## src/rtl/operand_entry_pkg.sv

```systemverilog
// operand_entry_pkg: shared FSM states, LED phase codes and sizing helper
package operand_entry_pkg;

    typedef enum logic [2:0] {
        LOAD_A    = 3'd0,
        LOAD_B    = 3'd1,
        START     = 3'd2,
        WAIT_LOW  = 3'd3,
        WAIT_HIGH = 3'd4,
        DONE      = 3'd5
    } entry_state_t;

    localparam logic [1:0] PHASE_A    = 2'd0;
    localparam logic [1:0] PHASE_B    = 2'd1;
    localparam logic [1:0] PHASE_CALC = 2'd2;
    localparam logic [1:0] PHASE_DONE = 2'd3;

    function automatic int get_cnt_width(input int cycles);
        return $clog2(cycles + 1);
    endfunction

endpackage

```

## src/rtl/button_debouncer.sv

```systemverilog
// button_debouncer: two-flop sync, stability counter and press pulse for an active-low button
module button_debouncer
    import operand_entry_pkg::*;
#(
    parameter int DEBOUNCE_CYCLES = 500000
) (
    input  logic clk,
    input  logic rst_n,
    input  logic btn_n_i,
    output logic press_o
);

    localparam int CW = get_cnt_width(DEBOUNCE_CYCLES);

    logic [1:0]    sync_q;
    logic [CW-1:0] cnt_q, cnt_d;
    logic          level_q, level_d;
    logic          press_q, press_d;
    logic          synced, flip;

    assign synced = sync_q[1];
    // the level flips on the cycle the disagreement has lasted DEBOUNCE_CYCLES cycles
    assign flip   = (synced != level_q) && (cnt_q == CW'(DEBOUNCE_CYCLES - 1));

    always_comb begin
        cnt_d   = (synced == level_q || flip) ? '0 : cnt_q + 1'b1;
        level_d = flip ? synced : level_q;
        press_d = flip & ~synced;
    end

    always_ff @(posedge clk or negedge rst_n) begin
        if (!rst_n) begin
            sync_q  <= 2'b11;
            cnt_q   <= '0;
            level_q <= 1'b1;
            press_q <= 1'b0;
        end else begin
            sync_q  <= {sync_q[0], btn_n_i};
            cnt_q   <= cnt_d;
            level_q <= level_d;
            press_q <= press_d;
        end
    end

    assign press_o = press_q;

endmodule

```

## src/rtl/operand_entry_controller.sv

```systemverilog
// operand_entry_controller: button-driven two-operand capture and start/ready handshake
// for the sequential multiplier display path
module operand_entry_controller
    import operand_entry_pkg::*;
#(
    parameter int WIDTH           = 8,
    parameter int DEBOUNCE_CYCLES = 500000,
    parameter int CHECK_PARAM     = 1
) (
    input  logic             clk,
    input  logic             rst_n,
    input  logic             key_n,
    input  logic             clear_n,
    input  logic [WIDTH-1:0] switches,
    input  logic             ready,
    output logic [WIDTH-1:0] multiplicand,
    output logic [WIDTH-1:0] multiplier,
    output logic             start_n,
    output logic             busy,
    output logic [1:0]       phase
);

    if (CHECK_PARAM != 0 && (WIDTH == 0 || DEBOUNCE_CYCLES < 2)) begin : g_chk
        $fatal(1, "operand_entry_controller: WIDTH must be >0 and DEBOUNCE_CYCLES >= 2");
    end

    entry_state_t     state_q, state_d;
    logic [WIDTH-1:0] sw_meta_q, sw_sync_q;
    logic [WIDTH-1:0] mcand_q, mcand_d, mplier_q, mplier_d;
    logic             key_press, clear_press, key_go;

    button_debouncer #(.DEBOUNCE_CYCLES(DEBOUNCE_CYCLES)) u_key (
        .clk     (clk),
        .rst_n   (rst_n),
        .btn_n_i (key_n),
        .press_o (key_press)
    );

    button_debouncer #(.DEBOUNCE_CYCLES(DEBOUNCE_CYCLES)) u_clear (
        .clk     (clk),
        .rst_n   (rst_n),
        .btn_n_i (clear_n),
        .press_o (clear_press)
    );

    // clear has priority: a coincident key press must not capture an operand
    assign key_go = key_press & ~clear_press;

    always_comb begin
        state_d  = state_q;
        mcand_d  = mcand_q;
        mplier_d = mplier_q;
        case (state_q)
            LOAD_A: if (key_go) begin
                mcand_d = sw_sync_q;
                state_d = LOAD_B;
            end
            LOAD_B: if (key_go) begin
                mplier_d = sw_sync_q;
                state_d  = START;
            end
            START:     state_d = WAIT_LOW;
            WAIT_LOW:  state_d = ready ? WAIT_LOW : WAIT_HIGH;
            WAIT_HIGH: state_d = ready ? DONE : WAIT_HIGH;
            DONE:      state_d = key_go ? LOAD_A : DONE;
            default:   state_d = LOAD_A;
        endcase
        if (clear_press) state_d = LOAD_A;
    end

    always_ff @(posedge clk or negedge rst_n) begin
        if (!rst_n) begin
            state_q   <= LOAD_A;
            sw_meta_q <= '1;
            sw_sync_q <= '1;
            mcand_q   <= '0;
            mplier_q  <= '0;
        end else begin
            state_q   <= state_d;
            sw_meta_q <= switches;
            sw_sync_q <= sw_meta_q;
            mcand_q   <= mcand_d;
            mplier_q  <= mplier_d;
        end
    end

    assign multiplicand = mcand_q;
    assign multiplier   = mplier_q;
    assign start_n      = (state_q != START);
    assign busy         = (state_q == START) || (state_q == WAIT_LOW) || (state_q == WAIT_HIGH);
    assign phase        = (state_q == LOAD_B) ? PHASE_B :
                          (state_q == DONE)   ? PHASE_DONE :
                          busy                ? PHASE_CALC : PHASE_A;

endmodule

```

## config.mk

```make
export PLATFORM = sky130hd
export DESIGN_NAME = operand_entry_controller
export DESIGN_NICKNAME = d
export VERILOG_FILES = /design/src/rtl/operand_entry_pkg.sv /design/src/rtl/button_debouncer.sv /design/src/rtl/operand_entry_controller.sv
export SDC_FILE = /design/constraint.sdc
export NUM_CORES = 1
export LEC_CHECK = 0
export BUFFER_PORTS_ARGS = -buffer_cell sky130_fd_sc_hd__buf_2
export CAP_MARGIN = 10
export CORE_ASPECT_RATIO = 1.5
export CORE_UTILIZATION = 45
export DETAILED_ROUTE_END_ITERATION = 8
export PLACE_DENSITY_LB_ADDON = 0.3
export SLEW_MARGIN = 20
export SYNTH_ARGS = -nofsm -noshare
export SYNTH_HDL_FRONTEND = slang
export SYNTH_HIERARCHICAL = 1
export SYNTH_SLANG_ARGS = --single-unit
```

## constraint.sdc

```tcl
create_clock -name clk -period 2.25 [get_ports clk]
set_input_delay 0.225 -clock clk [delete_from_list [all_inputs] [get_ports clk]]
set_output_delay 0.225 -clock clk [all_outputs]
set_load 0.1 [all_outputs]
```

Yosys cells after proc, flatten, opt, wreduce, memory -nomap -nowiden
Index checks and enable logic that the tools add are counted.

operators by class
  add/sub/neg operators = 2
  equal/unequal tests = 14
  muxes and demuxes = 12
  bitwise operators = 6
  reduce and logical (&&, ||, !) cells = 10

operators by type and width
  operator                 number
  $add A19 B1 Y19 const B  2
  $eq A19 B19 Y1 const B   2
  $mux W19                 2
  $pmux W3 S6              1
  $mux W3                  5
  $ne A3 B2 Y1 const B     3
  $eq A3 B2 Y1 const B     2
  $eq A3 B3 Y1 const B     2
  $mux W2                  3
  $reduce_and A2 Y1        3
  $logic_or A1 B1 Y1       4
  $and A1 B1 Y1            3
  $eq A3 B1 Y1 const B     1
  $logic_not A3 Y1         1
  $not A1 Y1               3
  $eq A1 B1 Y1             2
  $logic_and A1 B1 Y1      2
  $ne A1 B1 Y1             2
  $mux W1                  1

word-level totals
  flip-flop bits (word level) = 81
  input port bits = 13
  output and inout port bits = 20
  logic and storage cells = 57

Longest topological paths before layout
Gate-level depths: netlist of the first run.

  word-level depth = 6
  mapped depth = 5
  mapped depth without buffers = 5

Cells and area by module
Netlist of the first run, hierarchy kept.

by module, submodules not included
  module                      times used  cells each  area an instance (sq um)  sequential area each (sq um)
  operand_entry_controller    1           74          1,248.7                   895.9
  button_debouncer (u_clear)  1           105         1,128.6                   579.3
  button_debouncer (u_key)    1           105         1,127.3                   579.3

Worst setup path after synthesis of the first run
Ideal clock, no wire load.

  path type = reg2out
  start = reg state_q[1]
  end = out busy
  data arrival time = 2,713 ps
  required time = 2,025 ps
  slack = -688 ps
  cell stages (with the launch flop) = 3
  buffers on the path = 0
  path through = dfrtp_1 -> nand2b_1 -> o21ai_0

between the ends
  cells in the longest elaborated chain, start to end = 3
  elaborated cells on any way between the ends = 5
  those cells by class = eq/ne (3); reduce/logical (2)

RTL lines
  item                    line                            text
  from (decl)             operand_entry_controller.sv:27  entry_state_t state_q, state_d;
  from (signal assigned)  operand_entry_controller.sv:79  state_q <= state_d;
  $eq A3 B2 Y1            operand_entry_controller.sv:90  assign busy = (state_q == START) || (state_q == WAIT_LOW) || (state_q == WAIT_HIGH);
  $logic_or A1 B1 Y1      operand_entry_controller.sv:90
  $logic_or A1 B1 Y1 (*)  operand_entry_controller.sv:90
  to (decl)               operand_entry_controller.sv:19  output logic busy,

Mark *: on every way between the ends. The rest lies on a longest branch, timed or not.

Worst setup path after layout of the first run
  start = reg u_key.cnt_q[0]
  end = reg u_key.cnt_q[18]

between the ends
  cells in the longest elaborated chain, start to end = 4
  elaborated cells on any way between the ends = 5
  those cells by class = add/sub (1); eq/ne (1); mux (1); reduce/logical (2)

RTL lines
  item                                                     line                    text
  from (decl)                                              button_debouncer.sv:16  logic [CW-1:0] cnt_q, cnt_d;
  from (signal assigned)                                   button_debouncer.sv:39  cnt_q <= cnt_d;
  branches (longest 3 deep; another with $add A19 B1 Y19)  n/a
  $mux W19 (*)                                             button_debouncer.sv:26  cnt_d = (synced == level_q || flip) ? '0 : cnt_q + 1'b1;
  via u_key.cnt_d[18]                                      button_debouncer.sv:16

Mark *: on every way through the listed nets, which the timed path passes.
A chain may end at the register's enable or synchronous reset.

==> metrics.yaml, run 1 <==
leakagePower_nw: 1.87
power.share.sequential: 0.511
worst_slack_ns: 0.264
num_vias: 2320
powerDensity_nw_per_um2: 703
setup_violations: 0
cp-end-kind: "register"
vias_per_cell: 5.19
drt.antenna.violating_nets: 0
start_util: 0.463
wl_mm: 6.24
layout_common_cells: "59 x dfrtp_1, 34 x nor2_1, 31 x buf_2, 22 x dfstp_2, 16 x mux2_2"
cts-htree-levels: 3
yosysWarnings: 6
die-area_sq_um: 8150
drtIter0Drc: 117
grt_antenna_before_repair: 0
ios: 33
syn_inst: 284
cts_buffers: 9
grt_max_degree: 51
combPwrFrac: 0.032
switchingPower_mw: 0.616
arrival_ns: 2.24
cts_max_path_buffers: 2
drc: 0
period_minus_slack_ns: 1.99
clock_power_share: 0.457
min_path_type: "primary input to register"
clkLatencyLatePin_ns: 0.33
synth-edff-count: 0
synth_seq_cells: 81
rsz0062_at_grt: "no"
track_usage: 0.172
die_h_um: 110
synth_cell_types: 40
cts.clk_slew.worst_paths_ns: 0.06
core_area_sq_um: 7560
cap_violations: 0
drv_slew: 0
grt_first_pass_wirelength_mm: 10.3
synth-async-reset-ratio: 1.00
critPathKind: "register to register"
drive_gt1_frac: 0.333
synthFlopType: "dfrtp_1"
fillers: 621
fin_tns_setup_ns: 0
fin_crit_sh: 0.883
syn_nets: 299
cp_max_fo: 8
cts_setup_buffers: 0
fin_worst_skew_ns: 0.00597
place_congestion: 0.848
clockRootBuffer: "clkbuf_16"
overflow: 0
final_common_cell: "dfrtp_1"
power.total_mw: 2.97
numPortBuffers: 32
drtPass1Iterations: 4
slew_headroom: 0.572
syn_area_per_cell_sq_um: 12.3
areaGrowthSynthToFinish_pct: 20.5
grt_pass1_vias: 2310
clock.fmax_ghz: 0.503
ctsResizeCount: 0
cts_hold_buf: 11
vdd_drop_max_mv: 0.597
place_ws_ns: 0.281
antenna_cells: 0
hold_viol: 0
die_x_um: 74.1
run_status: "completed"
place_hpwl_mm: 4.34
wl_per_cell_um: 13.9
clock-sinks: 81
synthesis.area_sq_um: 3500
netSwitchingFraction: 0.207
p_int_mw: 2.35
cts_tree: "yes"
cp-start-kind: "register"
ys_seq_area_frac: 0.586
worst_pin_slew_ns: 0.637
critPathRequiredTime_ns: 2.50
final_nets: 355
rows: 39
critical path: stages (launching register included):
cell and delay, ns:
dfrtp_1 0.39, ha_1 0.27, nand4_4 0.19, or4_4 0.58, or3_1 0.32, a21oi_1 0.15
cell families after synthesis:
kind of cell,count (synthesis),synth area share
AND/OR/NAND/NOR,119,0.209
flip-flops,81,0.586
AO/OA/AOI/OAI,28,0.0571
XOR/XNOR,27,0.0675
multiplexers,18,0.0600
buffers and inverters,9,0.0128
adder cells (fa/ha/maj),2,0.00714
Yosys cell counts (2+ instances only):
cell | n | area, sq um
nand4_4 | 2 | 42.5
or2_2 | 2 | 12.5
a21oi_1 | 12 | 60.1
or4_1 | 3 | 22.5
o41ai_4 | 2 | 55.1
dfstp_2 | 22 | 578
buf_4 | 2 | 15.0
xor2_1 | 12 | 105
nand3_1 | 14 | 70.1
o31ai_1 | 2 | 15.0
mux2_4 | 2 | 30.0
and3_1 | 2 | 12.5
nand2_1 | 11 | 41.3
inv_1 | 4 | 15.0
or4_4 | 3 | 33.8
nor2_1 | 34 | 128
dfrtp_1 | 59 | 1480
nor4_1 | 3 | 18.8
and4_1 | 2 | 17.5
nor3_1 | 4 | 20.0
nor2b_1 | 2 | 12.5
nand4_2 | 2 | 25.0
nand4_1 | 9 | 56.3
o21ai_0 | 9 | 45.0
ha_1 | 2 | 25.0
xnor2_1 | 15 | 131
buf_2 | 3 | 15.0
or3_1 | 9 | 56.3
nand2b_1 | 5 | 31.3
and3_2 | 4 | 30.0
nor3b_1 | 2 | 15.0
nor4_2 | 2 | 25.0
mux2_2 | 16 | 180
per-layer routing:
metal / wire [um] / global-route usage / part of all wire
met5: 0 / 0 / 0
met4: 176 / 0.0989 / 0.028
met3: 132 / 0.0464 / 0.021
met2: 3240 / 0.282 / 0.52
met1: 2680 / 0.200 / 0.43
stage by stage:
stage / utilization / hold slack [ns] / cells / instance area [sq um]
5_1_grt: 0.558 / 0.195 / 447 / 4220
3_5_place_dp: 0.506 / 0.285 / 420 / 3830
3_3_place_gp: 0.506 / 0.274 / 420 / 3830
6_report: 0.558 / 0.198 / 447 / 4220
2_1_floorplan: - / -0.0706 / 284 / 3500
4_1_cts: 0.558 / 0.187 / 447 / 4220
power by group through the flow:
stage	logic [mW]	registers [mW]	clock network, mW
6_report	0.0958	1.52	1.36
3_5_place_dp	0.0834	1.54	0
4_1_cts	0.0982	1.52	1.40
3_3_place_gp	0.0824	1.54	0
2_1_floorplan	0.0290	1.54	0
5_1_grt	0.109	1.52	1.45
sequential cells by signal, indices dropped and copies added, names as in the netlist:
signal           flops
u_key/sync_q         2
sw_sync_q            8
u_clear/cnt_q       19
multiplicand         8
multiplier           8
u_clear/press_o      1
u_key/press_o        1
u_clear/sync_q       2
u_key/cnt_q         19
state_q              3
u_clear/level_q      1
sw_meta_q            8
u_key/level_q        1
worst paths after layout:
| path | startpoint | to | slack (ns) | depth (start not counted) |
|---|---|---|---|---|
| min | ready | state_q[2] | 0.20 | 3 |
| max reg2reg | u_key/cnt_q[0] | u_key/cnt_q[18] | 0.26 | 5 |
| max | u_key/cnt_q[0] | u_key/cnt_q[18] | 0.26 | 5 |
| min reg2reg | u_key/sync_q[0] | u_key/sync_q[1] | 0.35 | 0 |
| max in group asynchronous | rst_n | u_key/level_q | 1.13 | 3 |
| min in group asynchronous | rst_n | multiplier[4] | 0.46 | 2 |
layout make-up:
class | count | area [sq um] | share of cell area
Timing Repair Buffer | 50 | 338 | 0.0800
Clock inverter | 3 | 23.8 | 0.00563
Sequential cell | 81 | 2050 | 0.486
Tap cell | 102 | 128 | 0.0302
Multi-Input combinational cell | 194 | 1410 | 0.333
Clock buffer | 13 | 260 | 0.0616
Inverter | 4 | 15.0 | 0.00355
(Power assumes the default switching activity.)
==> inputs of run 2 (changes only) <==
CORE_ASPECT_RATIO = default   (was 1.5)
==> metrics.yaml, run 2 (synthesis results as in run 1) <==
run_status: "completed"
cp_max_fo: 8  # unchanged
period_minus_slack_ns: 1.98  # -0.00757 ns
reg_top3: "u_clear/cnt_q x19, u_key/cnt_q x19"
drtIter0Drc: 80  # -32%
arrival_ns: 2.25  # about the same
slowest_delay_ns: 0.59  # about the same
place_ws_ns: 0.276  # -0.00518 ns
vias_per_cell: 5.15  # -0.80%
overflow: 0  # unchanged
placed_area_sq_um: 3830  # about the same
cts_buffers: 9  # unchanged
crit_path_top_delay_cell: "or4_4"
grt_first_pass_wirelength_mm: 10.9  # +5.9%
fin_worst_skew_ns: 0.00971  # +0.00374 ns
grt_antenna_before_repair: 0  # unchanged
num_vias: 2286  # -1.5%
final_nets: 355  # unchanged
cp-start-kind: "register"
path_cells: "ha_1 > nand4_4 > or4_4 > or3_1 > a21oi_1"
cts_tree: "yes"
start_util: 0.473  # +0.00970
critPathRequiredTime_ns: 2.52  # +0.02 ns
cap_violations: 0  # unchanged
clock.fmax_ghz: 0.505  # +0.38%
cts_max_path_buffers: 2  # unchanged
drc: 0  # unchanged
critPathKind: "register to register"
finalNonFillerCells: 444  # -0.67%
slew_headroom: 0.576  # +0.00349
power.total_mw: 2.58  # -13%
hold_viol: 0  # unchanged
layout_common_cells: "59 x dfrtp_1, 34 x nor2_1, 31 x buf_2, 22 x dfstp_2, 16 x mux2_2"
vdd_drop_max_mv: 0.270  # -55%
place_hpwl_mm: 4.25  # -2.1%
wl_mm: 6.18  # -0.95%
grt_pass1_vias: 2318  # +0.35%
numPortBuffers: 32  # unchanged
powerDensity_nw_per_um2: 626  # -11%
cp-end-kind: "register"
clock-sinks: 81  # unchanged
die-area_sq_um: 8150  # about the same
drt.antenna.violating_nets: 0  # unchanged
dp.cells: 417  # -0.71%
crit_buf_inv: 0  # unchanged
drtPass1Iterations: 4  # unchanged
cts_setup_buffers: 0  # unchanged
track_usage: 0.169  # -0.00306
rows: 31  # -21%
fin_crit_sh: 0.879  # -0.00336
clkLatencyLatePin_ns: 0.34  # about the same
place_congestion: 0.850  # +0.15%
die_x_um: 90.3  # +22%
die_h_um: 90.3  # -18%
areaGrowthSynthToFinish_pct: 17.6
worst_slack_ns: 0.271  # +0.00757 ns
setup_violations: 0  # unchanged
final_common_cell: "dfrtp_1"
critPathTopFamily: "simple AND/OR/NAND/NOR gates"
cts.clk_slew.worst_paths_ns: 0.08  # +0.02 ns
cts_hold_buf: 11  # unchanged
drv_slew: 0  # unchanged
grt_max_degree: 46  # -9.8%
fin_tns_setup_ns: 0  # unchanged
min_path_type: "primary input to register"
rrSetupSlack_ns: 0.27  # about the same
rsz0062_at_grt: "no"
cts-htree-levels: 3  # unchanged
ios: 33  # unchanged
wl_per_cell_um: 13.9  # -0.28%
ctsResizeCount: 0  # unchanged
antenna_cells: 0  # unchanged
core_area_sq_um: 7410  # -2.1%
fin_area_sq_um: 4120  # -2.4%
clockRootBuffer: "clkbuf_8"
leakagePower_nw: 1.83  # -2.0%
worst_pin_slew_ns: 0.632  # -0.00520 ns
drive_gt1_frac: 0.339  # +0.00580
[run 2: cell types whose count changed in the layout (fill, tap and decap cells not counted)]
cell,previous run,this run
clkbuf_8,2,10
clkinvlp_4,2,1
inv_6,1,4
clkbuf_1,2,0
clkbuf_16,9,0
clkinv_2,0,1
[run 2: final timing paths]
path,depth (start not counted),end,startpoint
hold / removal,3,state_q[2],ready
setup reg to reg,5,u_key/cnt_q[16],u_key/cnt_q[0]
setup / recovery,5,u_key/cnt_q[16],u_key/cnt_q[0]
min in group asynchronous,2,u_clear/cnt_q[9],rst_n
hold reg to reg,0,sw_sync_q[3],sw_meta_q[3]
max in group asynchronous,3,sw_sync_q[7],rst_n
[run 2: cell type report]
type | count | area, sq um
timing repair buffer | 50 | 338
multi-input combinational | 194 | 1410
clock buffer | 10 | 138
inverter | 4 | 15.0
clock inverter | 6 | 47.5
tap | 99 | 124
fill | 636 | 3290
sequential | 81 | 2050
[run 2: power by group]
group | switching (mW) | leakage [nW] | internal, mW
logic | 0.0539 | 0.690 | 0.0419
clock network | 0.525 | 0.0941 | 0.444
registers | 0.0180 | 1.05 | 1.50
[run 2: per-stage QoR]
| stage | hold WS, ns | util |
|---|---|---|
| after floorplan | -0.0706 | - |
| after global placement | 0.265 | 0.516 |
| after detailed placement | 0.275 | 0.516 |
| after CTS | 0.170 | 0.556 |
| after global routing | 0.185 | 0.556 |
| final | 0.193 | 0.556 |
[run 2: metal layers]
layer,global-route usage,vias up,part of all wire,routed length [um]
li1,-,1123,-,-
met2,0.259,45,0.46,2860
met4,0.0618,0,0.015,90
met3,0.0463,11,0.035,214
met1,0.231,1107,0.49,3010
met5,0,-,0,0
[run 2: worst min-delay path: stages]
cell,delay [ns]
buf_2,0.10
or3_1,0.11
a21oi_1,0.06
